$ cat src/rtl/id_ex_stage_pkg.sv
// rtl/id_ex_stage_pkg.sv - shared widths, ALU encodings and control bundle for the ID/EX stage
package id_ex_stage_pkg;

    localparam int DATA_W_DEF  = 16;
    localparam int REG_AW_DEF  = 3;
    localparam int ALUOP_W_DEF = 4;
    localparam int CNT_W_DEF   = 16;

    // Control bundle carried alongside each instruction: RegWrite, MemRead, MemWrite
    localparam int CTRL_W = 3;

    typedef enum logic [ALUOP_W_DEF-1:0] {
        ALU_ADD    = 4'h0,
        ALU_SUB    = 4'h1,
        ALU_AND    = 4'h2,
        ALU_OR     = 4'h3,
        ALU_XOR    = 4'h4,
        ALU_SLL    = 4'h5,
        ALU_SRL    = 4'h6,
        ALU_SLT    = 4'h7,
        ALU_PASS_B = 4'h8
    } alu_op_e;

    typedef struct packed {
        logic reg_write;
        logic mem_read;
        logic mem_write;
    } ctrl_t;

    // A bubble carries no side effects: no register write, no memory access
    localparam ctrl_t CTRL_BUBBLE = '0;

endpackage

$ cat src/rtl/hazard_detect.sv
// rtl/hazard_detect.sv - combinational load-use hazard detection and stall generation
module hazard_detect #(
    parameter int REG_AW = 3
)(
    input  logic              x_valid,
    input  logic              x_mem_read,
    input  logic              x_reg_write,
    input  logic [REG_AW-1:0] x_rd,
    input  logic              d_valid,
    input  logic [REG_AW-1:0] d_rs,
    input  logic [REG_AW-1:0] d_rt,
    input  logic              d_uses_rs,
    input  logic              d_uses_rt,
    input  logic              flush,
    input  logic              hold,
    output logic              load_use,
    output logic              stall
);

    logic rs_match;
    logic rt_match;

    // A load in X whose result a real decode instruction needs cannot be forwarded in time
    always_comb begin
        rs_match = d_uses_rs && (d_rs == x_rd);
        rt_match = d_uses_rt && (d_rt == x_rd);
        load_use = x_valid && x_mem_read && x_reg_write && d_valid && (rs_match || rt_match);
        // Flush discards the dependent instruction anyway; Hold already freezes everything
        stall    = load_use && !flush && !hold;
    end

endmodule

$ cat src/rtl/id_ex_stage.sv
// rtl/id_ex_stage.sv - ID/EX pipeline register with load-use bubbling and write-through bypass
module id_ex_stage
    import id_ex_stage_pkg::*;
#(
    parameter int DATA_W  = DATA_W_DEF,
    parameter int REG_AW  = REG_AW_DEF,
    parameter int ALUOP_W = ALUOP_W_DEF,
    parameter int CNT_W   = CNT_W_DEF
)(
    input  logic               clk,
    input  logic               rst,
    input  logic               DValid,
    input  logic [REG_AW-1:0]  DRs,
    input  logic [REG_AW-1:0]  DRt,
    input  logic [REG_AW-1:0]  DRd,
    input  logic               DUsesRs,
    input  logic               DUsesRt,
    input  logic [DATA_W-1:0]  DRegVal1,
    input  logic [DATA_W-1:0]  DRegVal2,
    input  logic [DATA_W-1:0]  DImm,
    input  logic [DATA_W-1:0]  DPC,
    input  logic               DRegWrite,
    input  logic               DMemRead,
    input  logic               DMemWrite,
    input  logic [ALUOP_W-1:0] DAluOp,
    input  logic               WRegWrite,
    input  logic [REG_AW-1:0]  WRd,
    input  logic [DATA_W-1:0]  WRegVal,
    input  logic               Flush,
    input  logic               Hold,
    output logic               XValid,
    output logic [REG_AW-1:0]  XRs,
    output logic [REG_AW-1:0]  XRt,
    output logic [REG_AW-1:0]  XRd,
    output logic [DATA_W-1:0]  XRegVal1,
    output logic [DATA_W-1:0]  XRegVal2,
    output logic [DATA_W-1:0]  XImm,
    output logic [DATA_W-1:0]  XPC,
    output logic               XRegWrite,
    output logic               XMemRead,
    output logic               XMemWrite,
    output logic [ALUOP_W-1:0] XAluOp,
    output logic               Stall,
    output logic [CNT_W-1:0]   StallCount
);

    logic               valid_q, valid_d;
    logic [REG_AW-1:0]  rs_q, rs_d;
    logic [REG_AW-1:0]  rt_q, rt_d;
    logic [REG_AW-1:0]  rd_q, rd_d;
    logic [DATA_W-1:0]  reg_val1_q, reg_val1_d;
    logic [DATA_W-1:0]  reg_val2_q, reg_val2_d;
    logic [DATA_W-1:0]  imm_q, imm_d;
    logic [DATA_W-1:0]  pc_q, pc_d;
    ctrl_t              ctrl_q, ctrl_d;
    logic [ALUOP_W-1:0] alu_op_q, alu_op_d;
    logic [CNT_W-1:0]   stall_count_q, stall_count_d;

    logic [DATA_W-1:0]  bval1;
    logic [DATA_W-1:0]  bval2;
    logic               load_use;

    hazard_detect #(
        .REG_AW (REG_AW)
    ) u_hazard_detect (
        .x_valid     (valid_q),
        .x_mem_read  (ctrl_q.mem_read),
        .x_reg_write (ctrl_q.reg_write),
        .x_rd        (rd_q),
        .d_valid     (DValid),
        .d_rs        (DRs),
        .d_rt        (DRt),
        .d_uses_rs   (DUsesRs),
        .d_uses_rt   (DUsesRt),
        .flush       (Flush),
        .hold        (Hold),
        .load_use    (load_use),
        .stall       (Stall)
    );

    // Register-file write-through: a same-cycle writeback overrides the stale read data
    always_comb begin
        bval1 = DRegVal1;
        bval2 = DRegVal2;
        if (WRegWrite && (WRd == DRs)) begin
            bval1 = WRegVal;
        end
        if (WRegWrite && (WRd == DRt)) begin
            bval2 = WRegVal;
        end
    end

    // Next-state: Hold freezes, otherwise capture with Flush/load-use turning it into a bubble
    always_comb begin
        valid_d       = valid_q;
        rs_d          = rs_q;
        rt_d          = rt_q;
        rd_d          = rd_q;
        reg_val1_d    = reg_val1_q;
        reg_val2_d    = reg_val2_q;
        imm_d         = imm_q;
        pc_d          = pc_q;
        ctrl_d        = ctrl_q;
        alu_op_d      = alu_op_q;
        stall_count_d = stall_count_q;
        if (!Hold) begin
            // Data fields always follow decode; a bubble makes them inert via its controls
            rs_d       = DRs;
            rt_d       = DRt;
            rd_d       = DRd;
            reg_val1_d = bval1;
            reg_val2_d = bval2;
            imm_d      = DImm;
            pc_d       = DPC;
            alu_op_d   = DAluOp;
            if (Flush || load_use) begin
                valid_d = 1'b0;
                ctrl_d  = CTRL_BUBBLE;
            end else begin
                valid_d          = DValid;
                ctrl_d.reg_write = DRegWrite;
                ctrl_d.mem_read  = DMemRead;
                ctrl_d.mem_write = DMemWrite;
            end
            if (!Flush && load_use && (stall_count_q != {CNT_W{1'b1}})) begin
                stall_count_d = stall_count_q + CNT_W'(1);
            end
        end
    end

    // Pipeline register state, cleared immediately on reset
    always_ff @(posedge clk or posedge rst) begin
        if (rst) begin
            valid_q       <= 1'b0;
            rs_q          <= '0;
            rt_q          <= '0;
            rd_q          <= '0;
            reg_val1_q    <= '0;
            reg_val2_q    <= '0;
            imm_q         <= '0;
            pc_q          <= '0;
            ctrl_q        <= CTRL_BUBBLE;
            alu_op_q      <= '0;
            stall_count_q <= '0;
        end else begin
            valid_q       <= valid_d;
            rs_q          <= rs_d;
            rt_q          <= rt_d;
            rd_q          <= rd_d;
            reg_val1_q    <= reg_val1_d;
            reg_val2_q    <= reg_val2_d;
            imm_q         <= imm_d;
            pc_q          <= pc_d;
            ctrl_q        <= ctrl_d;
            alu_op_q      <= alu_op_d;
            stall_count_q <= stall_count_d;
        end
    end

    assign XValid     = valid_q;
    assign XRs        = rs_q;
    assign XRt        = rt_q;
    assign XRd        = rd_q;
    assign XRegVal1   = reg_val1_q;
    assign XRegVal2   = reg_val2_q;
    assign XImm       = imm_q;
    assign XPC        = pc_q;
    assign XRegWrite  = ctrl_q.reg_write;
    assign XMemRead   = ctrl_q.mem_read;
    assign XMemWrite  = ctrl_q.mem_write;
    assign XAluOp     = alu_op_q;
    assign StallCount = stall_count_q;

endmodule

$ cat config.mk
export PLATFORM = sky130hd
export DESIGN_NAME = id_ex_stage
export DESIGN_NICKNAME = d
export VERILOG_FILES = /design/src/rtl/id_ex_stage_pkg.sv /design/src/rtl/hazard_detect.sv /design/src/rtl/id_ex_stage.sv
export SDC_FILE = /design/constraint.sdc
export NUM_CORES = 1
export LEC_CHECK = 0
export CORE_UTILIZATION = 30
export CTS_CLUSTER_SIZE = 25
export DETAILED_ROUTE_END_ITERATION = 8
export PLACE_DENSITY = 0.68
export SYNTH_ARGS = -nofsm -noshare
export SYNTH_HDL_FRONTEND = slang
export SYNTH_SLANG_ARGS = --single-unit
$ cat constraint.sdc
create_clock -name clk -period 7.76 [get_ports clk]
set_input_delay 1.164 -clock clk [delete_from_list [all_inputs] [get_ports clk]]
set_output_delay 1.164 -clock clk [all_outputs]
set_load 0.005 [all_outputs]
[Word level (Yosys, flattened, before mapping)]
Index checks and enable logic that the tools add are counted.
W data, S select, Z words.
Operators by class
  add/sub/neg operators: 1
  eq/ne operators: 5
  reductions and logical operators: 16
  mux-type cells: 4
  $mul: 0
  magnitude comparators: 0
  shift-type cells: 0
  bitwise logic cells: 1
  div/mod/pow operators: 0
Operator list (count)
  $mux W16: 2
  $add A16 B1 Y16 const B: 1
  $ne A16 B16 Y1 const B: 1
  $eq A3 B3 Y1: 4
  $logic_and A1 B1 Y1: 11
  $mux W3: 1
  $logic_not A1 Y1: 2
  $logic_or A1 B1 Y1: 2
  $reduce_and A2 Y1: 1
  $mux W1: 1
  $not A1 Y1: 1
Word-level totals
  output and inout bits: 98
  memories: 0
  word-level logic and storage cells: 40
  bits in latches: 0
  input port bits: 107
  memory bits (writable): 0
  ROM bits: 0
  register bits: 97

[Longest topological paths before layout]
  depth in word-level cells: 7
  mapped depth: 6
  gate-level depth less buffers: 6

[Hierarchy]
Synthesis repeated with hierarchy kept, for this count alone.
Second synthesis, totals
  cell total of the unflattened synthesis: 344
  area, all modules: 4299.1 um2
By module, submodules not included
  id_ex_stage: area an instance 4207.8 um2, instances 1, cells an instance 333, seq. area each 2427.3 um2
  hazard_detect: area an instance 91.3 um2, instances 1, cells an instance 11, seq. area each 0.0 um2

[Worst setup path before layout]
Ideal clock, no wire load.
  path kind: input to output
  from: in DValid
  to: out Stall
  cell stages on the path: 3
  path buffers: 0
  required time: 6.596 ns
  arrival time: 1.864 ns
  path slack: 4.732 ns
  path through: nand4_1 or3_1 a21oi_1
Between the ends
  word-level cells in the longest chain between the ends: 4
Ends and longest elaborated chain
  from (decl): line id_ex_stage.sv:12  | input logic DValid,
  $logic_and A1 B1 Y1 (2 in a row): line hazard_detect.sv:27  | load_use = x_valid && x_mem_read && x_reg_write && d_valid && (rs_match || rt_match);
  $logic_and A1 B1 Y1 (2 in a row): line hazard_detect.sv:29  | stall = load_use && !flush && !hold;
  to (decl): line id_ex_stage.sv:43  | output logic Stall,
Every way passes these cells.

[Final worst setup path]
Same ends and word-level chain as after synthesis.

==> out/metrics.csv <==
metric;value;unit
placed cells;705;
P&R area growth vs syn;60.51;%
Achievable Freq;0.2393;GHz
Worst EP arrival;3.01;ns
Post-synth EDFFs;0;
Num CTS Buffers;9;
Placed Instance Area;6442;µm²
io pins;205;
final hold violations;0;
final WL;11.40;mm
antenna violations before repair;0;
# H-tree levels;3;
ratio of cells with drive above 1 in the final layout;13.39;%
first-pass GRT wire length;17.87;mm
VDD IR max;93.85;µV
CP endpoint kind;output port;
GP Congestion;0.8057;
core area;13450;µm²
Clock Skew;0.003519;ns
vias per cell;4.713;
nature of the critical path startpoint;primary input;
fin. max-slew vios;0;
worst setup path class;primary input to output port;
Leak Pwr;2.903;nW
Chip Height;120.5;µm
clk slew on worst S/H paths;0.06;ns
PD cells;190.2;nW/µm²
final cell count without fillers;721;
worst hold margin;0.4889;ns
warning count from the yosys run;0;
Slew HR;46.23;%
Antenna Nets Post-Route;0;
slowest CP cell;clkdlybuf4s50_1;
status;finished, final reports clean;
synthesized flop and latch total;97;
Yosys cell types;25;
GR Overflow Total;0;
Avg Synthesized Cell Area;12.54;µm²
hold path depth;2;
ANT cells;0;
Primary FF master, synth;dfrtp_1;
CTS Sinks;97;
Longest Clk Path Bufs;2;
Final Instance Area;6764;µm²
total of max-cap violations;0;
Final #Nets;648;
mapped cell area;4214;µm²
utilization after layout;50.28;%
vias in the first global route;3517;
Reg2Reg Depth;4;
CTS tree;done;
Wirelength per Cell;15.82;µm
Chip Width;120.5;µm
most frequent CP cell;clkdlybuf4s50_1;
cells after synthesis;336;
Initial Util;31.32;%
cts repair resizes;0;
fin crit period;4.179;ns
DR iter-0 viols;119;
Critical Path RT;6.60;ns
placed wire-length estimate;8.465;mm
unrepaired setup endpoints after global routing;no;
Worst Hold Class;flop to flop;
hold buffers post-CTS;0;
largest net degree at the start of global routing;81;
I/O Buffers;204;
root buffer cell;clkbuf_16;
DIE AREA;14530;µm²
CP Max Fanout;3;
row cnt;42;
worst-skew pair later-pin latency;0.34;ns
drt pass-1 iters;4;
part of the cycle the worst path needs;53.85;%
CP Cell Sequence;clkdlybuf4s50_1 > nand4_1 > or3_1 > a21oi_1 > clkdlybuf4s50_1;
sequential share of the synthesized area;57.60;%
Post-synth ARST share;100.0;%
Vias;3398;
Fin Setup TNS;0;ns
Post-route DRC;0;
Worst Max-Slew Pin Slew;0.8066;ns
Setup-failing EPs final;0;
Syn Nets;444;
All-Layer GR Usage;15.99;%
max incr delay on CP;0.54;ns
number of setup buffers added after CTS;0;
-- cells in the mapped netlist (3+ instances only) --
library cell / n / share of area (%)
o21ai_0: 32 / 3.8
and3_1: 3 / 0.45
mux2_2: 48 / 13
mux2i_1: 32 / 7.6
a22o_1: 4 / 0.83
xnor2_1: 24 / 5.0
dfrtp_1: 97 / 58
nor2b_1: 4 / 0.59
nand4_1: 13 / 1.9
nor2_1: 4 / 0.36
nor3_1: 3 / 0.36
clkbuf_1: 9 / 0.80
nand2_1: 43 / 3.8
buf_1: 4 / 0.36
-- cell type report --
cell class              count  area (µm²)
clock buffers              11       242.7
clock inverters             5       78.83
fillers                  1219        6689
inverters                   2       10.01
multi-input cells         222        1715
flip-flops and latches     97        2427
well taps                 176       220.2
repair buffers            208        2069
-- metal layers --
layer	global-route usage (%)	wire, µm	up-vias
met1	19.17	4761	1648
li1	-	-	1588
met2	26.90	5573	146
met4	6.713	221	0
met3	4.434	847	16
met5	0	0	-
-- through the flow --
stage / setup slack [ns] / power, mW
CTS: 3.565 / 1.310
detailed placement: 3.565 / 0.8236
finish: 3.581 / 1.286
floorplan: 4.062 / 0.6576
global route: 3.491 / 1.348
global placement: 3.606 / 0.8192
-- sequential cells by signal (all words and copies together), names as in the netlist, 3 cells and up --
signal      cells
XRs             3
XAluOp          4
XPC            16
XRt             3
XRd             3
XImm           16
XRegVal1       16
XRegVal2       16
StallCount     16
-- cell usage in the layout (no fill, tap or decap), types with 2 or more instances in the layout --
master           synthesis  final
a21oi_1                  2      2
a22o_1                   4      4
and3_1                   3      3
buf_4                    2      5
bufinv_16                0      2
clkbuf_16                0      9
clkdlybuf4s50_1          0    203
clkinv_2                 0      2
dfrtp_1                 97     97
mux2_2                  48     48
mux2i_1                 32     32
nand2_1                 43     43
nand3_1                  2      2
nand4_1                 13     13
nand4_2                  2      2
nor2_1                   4      4
nor2b_1                  4      4
nor3_1                   3      3
o21ai_0                 32     32
xnor2_1                 24     24
-- worst max-delay path, delay by kind of cell --
kind,cells,cell delay [ns]
buffers and inverters,2,1.02
AND/OR/NAND/NOR,2,0.60
AO/OA/AOI/OAI,1,0.23
-- path summary, 6_finish.rpt --
kind / startpoint / endpoint / slack [ns]
setup reg to reg: XRd[2] / StallCount[1] / 5.74
min in group asynchronous: rst / XAluOp[0] / 1.25
hold reg to reg: XRegVal2[10] / XRegVal2[10] / 0.49
hold / removal: XRegVal2[10] / XRegVal2[10] / 0.49
max in group asynchronous: rst / XPC[6] / 5.43
setup / recovery: DValid / Stall / 3.58
-- where the power goes --
group	internal (mW)	switching, mW
Clock	0.291	0.185
Sequential	0.548	0.0241
Combinational	0.158	0.0799
Total	0.997	0.289
-- cells by family (layout without fill, tap and decap cells) --
family | Yosys count | in the layout | share of synthesized area (%)
DFF | 97 | 97 | 57.60
AOI/OAI and AO/OA | 40 | 40 | 6.146
muxes | 80 | 80 | 20.43
buffers and inverters | 17 | 226 | 1.692
adders and majority gates | 1 | 1 | 0.2969
and+or+nand+nor | 76 | 76 | 8.640
xor gates and xnor gates | 25 | 25 | 5.196
Note: power is estimated with default switching activity, not from simulation.
